`src/rtl/bforge_apb_regbank.sv`:
```
// APB completer register bank: a single FSM with a configurable number of wait states,
// byte-strobed writes, read-only registers sourced from hardware, and per-register write pulses.
module bforge_apb_regbank #(
    parameter int                  ADDR_WIDTH  = 16,
    parameter int                  DATA_WIDTH  = 32,
    parameter int                  NUM_REGS    = 8,
    parameter int                  WAIT_CYCLES = 0,
    parameter logic [NUM_REGS-1:0] RO_MASK     = '0
) (
    input  logic                           pclk,
    input  logic                           presetn,
    input  logic                           psel,
    input  logic                           penable,
    input  logic [ADDR_WIDTH-1:0]          paddr,
    input  logic                           pwrite,
    input  logic [DATA_WIDTH-1:0]          pwdata,
    input  logic [DATA_WIDTH/8-1:0]        pstrb,
    output logic [DATA_WIDTH-1:0]          prdata,
    output logic                           pready,
    output logic                           pslverr,
    output logic [NUM_REGS*DATA_WIDTH-1:0] reg_q,
    input  logic [NUM_REGS*DATA_WIDTH-1:0] hw_rdata,
    output logic [NUM_REGS-1:0]            wr_pulse
);

    localparam int                    STRB_W     = DATA_WIDTH / 8;
    localparam int                    LSB        = $clog2(STRB_W);
    localparam int                    IDX_W      = ADDR_WIDTH + 9;
    localparam logic [ADDR_WIDTH-1:0] ALIGN_MASK = ADDR_WIDTH'(STRB_W - 1);
    localparam logic [3:0]            WAIT_INIT  = 4'(WAIT_CYCLES);

    typedef enum logic {
        IDLE,
        ACCESS
    } state_t;

    state_t                state_q, state_d;
    logic [3:0]            cnt_q, cnt_d;
    logic                  pready_q, pready_d;
    logic                  pslverr_q, pslverr_d;
    logic [DATA_WIDTH-1:0] prdata_q, prdata_d;
    logic [NUM_REGS-1:0]   wr_pulse_q, wr_pulse_d;
    logic [DATA_WIDTH-1:0] regs_q [NUM_REGS];
    logic [DATA_WIDTH-1:0] regs_d [NUM_REGS];

    logic [ADDR_WIDTH-1:0] idx;
    logic                  misaligned;
    logic                  in_range;
    logic                  sel_ro;
    logic [DATA_WIDTH-1:0] sel_rdata;
    logic                  access_err;
    logic                  raise;
    logic                  commit;

    // Address decode; the index is compared in a widened form so NUM_REGS=256 never truncates.
    always_comb begin
        idx        = paddr >> LSB;
        misaligned = |(paddr & ALIGN_MASK);
        in_range   = IDX_W'(idx) < IDX_W'(NUM_REGS);
        sel_ro     = 1'b0;
        sel_rdata  = '0;
        for (int i = 0; i < NUM_REGS; i++) begin
            if (idx == ADDR_WIDTH'(i)) begin
                sel_ro    = RO_MASK[i];
                sel_rdata = RO_MASK[i] ? hw_rdata[i*DATA_WIDTH +: DATA_WIDTH] : regs_q[i];
            end
        end
        access_err = misaligned | ~in_range | (pwrite & sel_ro);
    end

    always_comb begin
        state_d    = state_q;
        cnt_d      = cnt_q;
        pready_d   = 1'b0;
        pslverr_d  = 1'b0;
        prdata_d   = '0;
        wr_pulse_d = '0;
        regs_d     = regs_q;
        raise      = 1'b0;
        commit     = 1'b0;

        case (state_q)
            IDLE: begin
                if (psel && !penable) begin
                    state_d = ACCESS;
                    cnt_d   = WAIT_INIT;
                    raise   = (WAIT_INIT == 4'd0);
                end
            end
            ACCESS: begin
                if (!psel) begin
                    state_d = IDLE;
                    cnt_d   = '0;
                end else if (pready_q) begin
                    state_d = IDLE;
                    cnt_d   = '0;
                    commit  = pwrite && !pslverr_q;
                end else begin
                    if (cnt_q != 4'd0) begin
                        cnt_d = cnt_q - 4'd1;
                    end
                    raise = (cnt_q <= 4'd1);
                end
            end
            default: begin
                state_d = IDLE;
                cnt_d   = '0;
            end
        endcase

        // Response (error, read data, hw_rdata sample) is captured on the edge that raises pready.
        if (raise) begin
            pready_d  = 1'b1;
            pslverr_d = access_err;
            prdata_d  = (!pwrite && !access_err) ? sel_rdata : '0;
        end

        // Write lands on the completing edge; a zero strobe still pulses.
        for (int i = 0; i < NUM_REGS; i++) begin
            if (commit && idx == ADDR_WIDTH'(i)) begin
                wr_pulse_d[i] = 1'b1;
                if (!RO_MASK[i]) begin
                    for (int b = 0; b < STRB_W; b++) begin
                        if (pstrb[b]) begin
                            regs_d[i][b*8 +: 8] = pwdata[b*8 +: 8];
                        end
                    end
                end
            end
        end
    end

    always_ff @(posedge pclk or negedge presetn) begin
        if (!presetn) begin
            state_q    <= IDLE;
            cnt_q      <= '0;
            pready_q   <= 1'b0;
            pslverr_q  <= 1'b0;
            prdata_q   <= '0;
            wr_pulse_q <= '0;
            for (int i = 0; i < NUM_REGS; i++) begin
                regs_q[i] <= '0;
            end
        end else begin
            state_q    <= state_d;
            cnt_q      <= cnt_d;
            pready_q   <= pready_d;
            pslverr_q  <= pslverr_d;
            prdata_q   <= prdata_d;
            wr_pulse_q <= wr_pulse_d;
            regs_q     <= regs_d;
        end
    end

    assign prdata   = prdata_q;
    assign pready   = pready_q;
    assign pslverr  = pslverr_q;
    assign wr_pulse = wr_pulse_q;

    for (genvar g = 0; g < NUM_REGS; g++) begin : g_flat
        assign reg_q[g*DATA_WIDTH +: DATA_WIDTH] = regs_q[g];
    end

endmodule

```
`config.mk`:
```
export PLATFORM = sky130hd
export DESIGN_NAME = bforge_apb_regbank
export DESIGN_NICKNAME = d
export VERILOG_FILES = /design/src/rtl/bforge_apb_regbank.sv
export SDC_FILE = /design/constraint.sdc
export NUM_CORES = 1
export LEC_CHECK = 0
export CAP_MARGIN = 20
export CORE_AREA = 2 2 238 240
export DETAILED_ROUTE_END_ITERATION = 8
export DIE_AREA = 0 0 240 242
export HOLD_SLACK_MARGIN = 0.06
export SYNTH_ARGS = -nofsm -noshare
export SYNTH_HDL_FRONTEND = slang
export SYNTH_SLANG_ARGS = --single-unit
```
`constraint.sdc`:
```
create_clock -name pclk -period 2.4 [get_ports pclk]
set_input_delay 0.24 -clock pclk [delete_from_list [all_inputs] [get_ports pclk]]
set_output_delay 0.24 -clock pclk [all_outputs]
set_load 0.01 [all_outputs]
```
==> results.toml <==
[timing]
relSlewSlack_pct = 51.15
rsz0062_at_grt = "false"
worst_slew_pin_slew_ps = 732.7
skew_ps = 25.66
max_freq_mhz = 452.2
hold_viol_final = 0
tns_ps = 0
period_share_pct = 92.13
timing.final.ws_setup_ps = 188.8
setup_violations = 0
drv_slew = 0
layout_min_cycle_time_ps = 2211
hold_slack_ps = 174.4

[drt]
drt_iter0_drc = 593
drc = 0
num_vias = 10464
via_per_inst = 4.657
ant_nets = 0
route.final.wire_length_um = 51810
routedWlPerCell_um = 23.06
first_pass_iters = 4

[synth]
syn_inst = 1047
synth_top_cell_by_area = "dfrtp_1"
syn-num-nets = 1362
synth_top_cell_area_share_pct = 54.72
synth_seq_area_share_pct = 54.72
synth_area_leaders = "dfrtp_1 55%, mux2_2 23%, mux2i_1 4.6%"
yosysWarnings = 0
synth_area_um2 = 13860
ys_ff_latch = 303
syn_avg_cell_area_um2 = 13.23
ys_types = 43

[clock_tree]
htreeDepth = 2
clock-sinks = 303
cts_tree = "done"
cts_max_path_buffers = 3
clk_pin_slew_ps = 60
cts-root-buf = "clkbuf_16"
clk_latency_ps = 570
cts_buffers = 37
cts_post_setup_buffers_inserted = 0

[layout]
drive_above_1_share_pct = 33.62
num-fill-cells = 5460
instances_no_fill = 2247
syn_to_final_growth_pct = 46.88
regArea_um2 = 7582
multi_input_area_um2 = 5896
nets = 1780

[worst_setup_path]
start_kind = "register"
slowest_stage = "or4_4"
critical_path.top_delay_family = "simple AND/OR/NAND/NOR gates"
critPathMaxFanout = 16
crit_chain = "inv_1 > ha_1 > nor2_1 > o41a_1 > or4_4 > clkbuf_16 > a21oi_2"
worstSetupPathType = "reg -> reg"
arrival_ps = 2690
cp-end-kind = "register"
crit_required_ps = 2870
slowest_delay_ps = 600
crit_buf_inv = 2

[die]
die_x_um = 240
core_area_um2 = 55730
rows = 87
die_h_um = 242
num_io_pins = 611
die_area_um2 = 58080
start_util_pct = 24.86

[power]
combPwrFrac_pct = 5.2
switching_share_pct = 23.74
power.total_uw = 11550
p_leak_uw = 0.008957
p_int_uw = 8807
switchingPower_uw = 2742
power_frac_seq_pct = 44.3
pwr_density_cell_nw_per_um2 = 567.4
clock_power_share_pct = 50.5
vdd_drop_max_mv = 0.5158

[global_route]
antenna_found_initial = 2
grt_overflow = 0
grt_pass1_wl_um = 74290
track_usage_pct = 17.37
grt_max_degree = 101
grt_pass1_vias = 10796

[placed_design]
dp_hpwl_um = 36120
pre_cts_ws_ps = -452.9
place.gp.congestion = 0.8038
port_buffers = 354
placed_cells = 2180

[hold_path]
hold_class = "in -> reg"

[flow_run]
drv_cap = 0

[status]
outcome = "finished, final reports clean"
==> synthesized netlist by cell type <==
| cell type | count |
|---|---|
| or4_1 | 6 |
| nand4b_1 | 4 |
| o21a_1 | 33 |
| nor4_1 | 8 |
| nand3_1 | 1 |
| nand2_2 | 12 |
| a21oi_1 | 34 |
| and2_1 | 1 |
| ha_1 | 2 |
| inv_1 | 36 |
| or2_2 | 2 |
| buf_6 | 5 |
| o41a_1 | 1 |
| o31ai_1 | 1 |
| nor2_1 | 4 |
| nand4_1 | 1 |
| nor2b_1 | 1 |
| or3b_2 | 2 |
| buf_1 | 14 |
| and3b_1 | 1 |
| o21ai_0 | 5 |
| or3b_1 | 1 |
| nand2b_1 | 3 |
| o22ai_1 | 65 |
| or3_1 | 3 |
| clkbuf_2 | 1 |
| and3_1 | 4 |
| buf_2 | 4 |
| nor2_4 | 12 |
| dfrtp_1 | 303 |
| nor4_2 | 2 |
| nor4_4 | 1 |
| mux2_2 | 279 |
| clkbuf_1 | 33 |
| nand3_2 | 8 |
| mux2i_1 | 64 |
| or4_4 | 2 |
| nor3_1 | 7 |
| mux2_1 | 9 |
| nand3b_1 | 2 |
| a21oi_2 | 30 |
| nand2_1 | 39 |
| nor3b_1 | 1 |
==> registers in the layout, summed over array words and instances (netlist names) <==
name and count:
cnt_q 4, prdata 32, pready 1, pslverr 1, reg_q 256, state_q 1, wr_pulse 8
==> per-layer routing <==
metal	up-vias	share of wire, %	global-route usage (%)
li1	4665	-	-
met1	5290	45	23.37
met2	434	43	25.82
met3	73	10	6.506
met4	2	2.4	5.243
met5	-	0.025	0
==> timing repair <==
action	in CTS	in global routing
hold buffers	1	0
resized for setup	0	1
setup endpoints to repair	0	17
endpoints found under the hold margin	58	0
==> worst paths after layout <==
check	startpoint	endpoint	slack, ps	depth (start not counted)
worst min register to register	cnt_q[1]	cnt_q[1]	520	2
worst min-delay path	paddr[3]	wr_pulse[6]	170	3
worst max register to register	cnt_q[0]	prdata[16]	190	7
worst max-delay path	cnt_q[0]	prdata[16]	190	7
max in group asynchronous	presetn	reg_q[251]	1340	3
min in group asynchronous	presetn	prdata[17]	280	2
==> final cells by class <==
type,instances,share of cell area (%)
Sequential cell,303,37.25
Multi-Input combinational cell,651,28.97
Clock buffer,50,5.281
Timing Repair Buffer,436,22.25
Antenna cell,1,0.01229
Tap cell,756,4.647
Clock inverter,14,0.9221
Inverter,36,0.6639
==> cell families (layout without fill, tap and decap cells) <==
group | after synthesis | after routing | synth area share, %
muxes | 352 | 352 | 28.03
DFF | 303 | 303 | 54.72
AOI/OAI and AO/OA | 169 | 169 | 8.162
and+or+nand+nor | 128 | 128 | 6.077
buffers and inverters | 93 | 536 | 2.835
adders and majority gates | 2 | 2 | 0.1806
other | 0 | 1 | 0
==> power groups by stage <==
stage | logic, uW | clock network (uW) | registers [uW]
2_1_floorplan | 197 | 0 | 5210
3_3_place_gp | 598 | 0 | 5210
3_5_place_dp | 605 | 0 | 5210
4_1_cts | 607 | 5960 | 5120
5_1_grt | 651 | 6150 | 5120
6_report | 601 | 5830 | 5120
==> through the flow <==
step / utilization [%] / instance area [um2]
finish: 36.52 / 20350
global route: 36.51 / 20350
CTS: 36.47 / 20320
detailed placement: 34.18 / 19050
global placement: 34.18 / 19050
floorplan: - / 13860
==> layout by cell type, fill, tap and decap left out, types with 7 or more instances in the layout <==
master	netlist	routed
a21oi_1	34	34
a21oi_2	30	30
buf_12	0	28
buf_4	0	54
clkbuf_16	0	38
clkbuf_8	0	10
clkdlybuf4s50_1	0	351
dfrtp_1	303	303
inv_1	36	36
mux2_1	9	9
mux2_2	279	279
mux2i_1	64	64
nand2_1	39	39
nand2_2	12	12
nand3_2	8	8
nor2_4	12	12
nor3_1	7	7
nor4_1	8	8
o21a_1	33	33
o22ai_1	65	65
==> worst reg2reg max path, cell delays in order, from the launching register on <==
cell,delay (ps)
dfrtp_1,420
inv_1,70
ha_1,200
nor2_1,80
o41a_1,380
or4_4,600
clkbuf_16,260
a21oi_2,130
(Power assumes the default switching activity.)
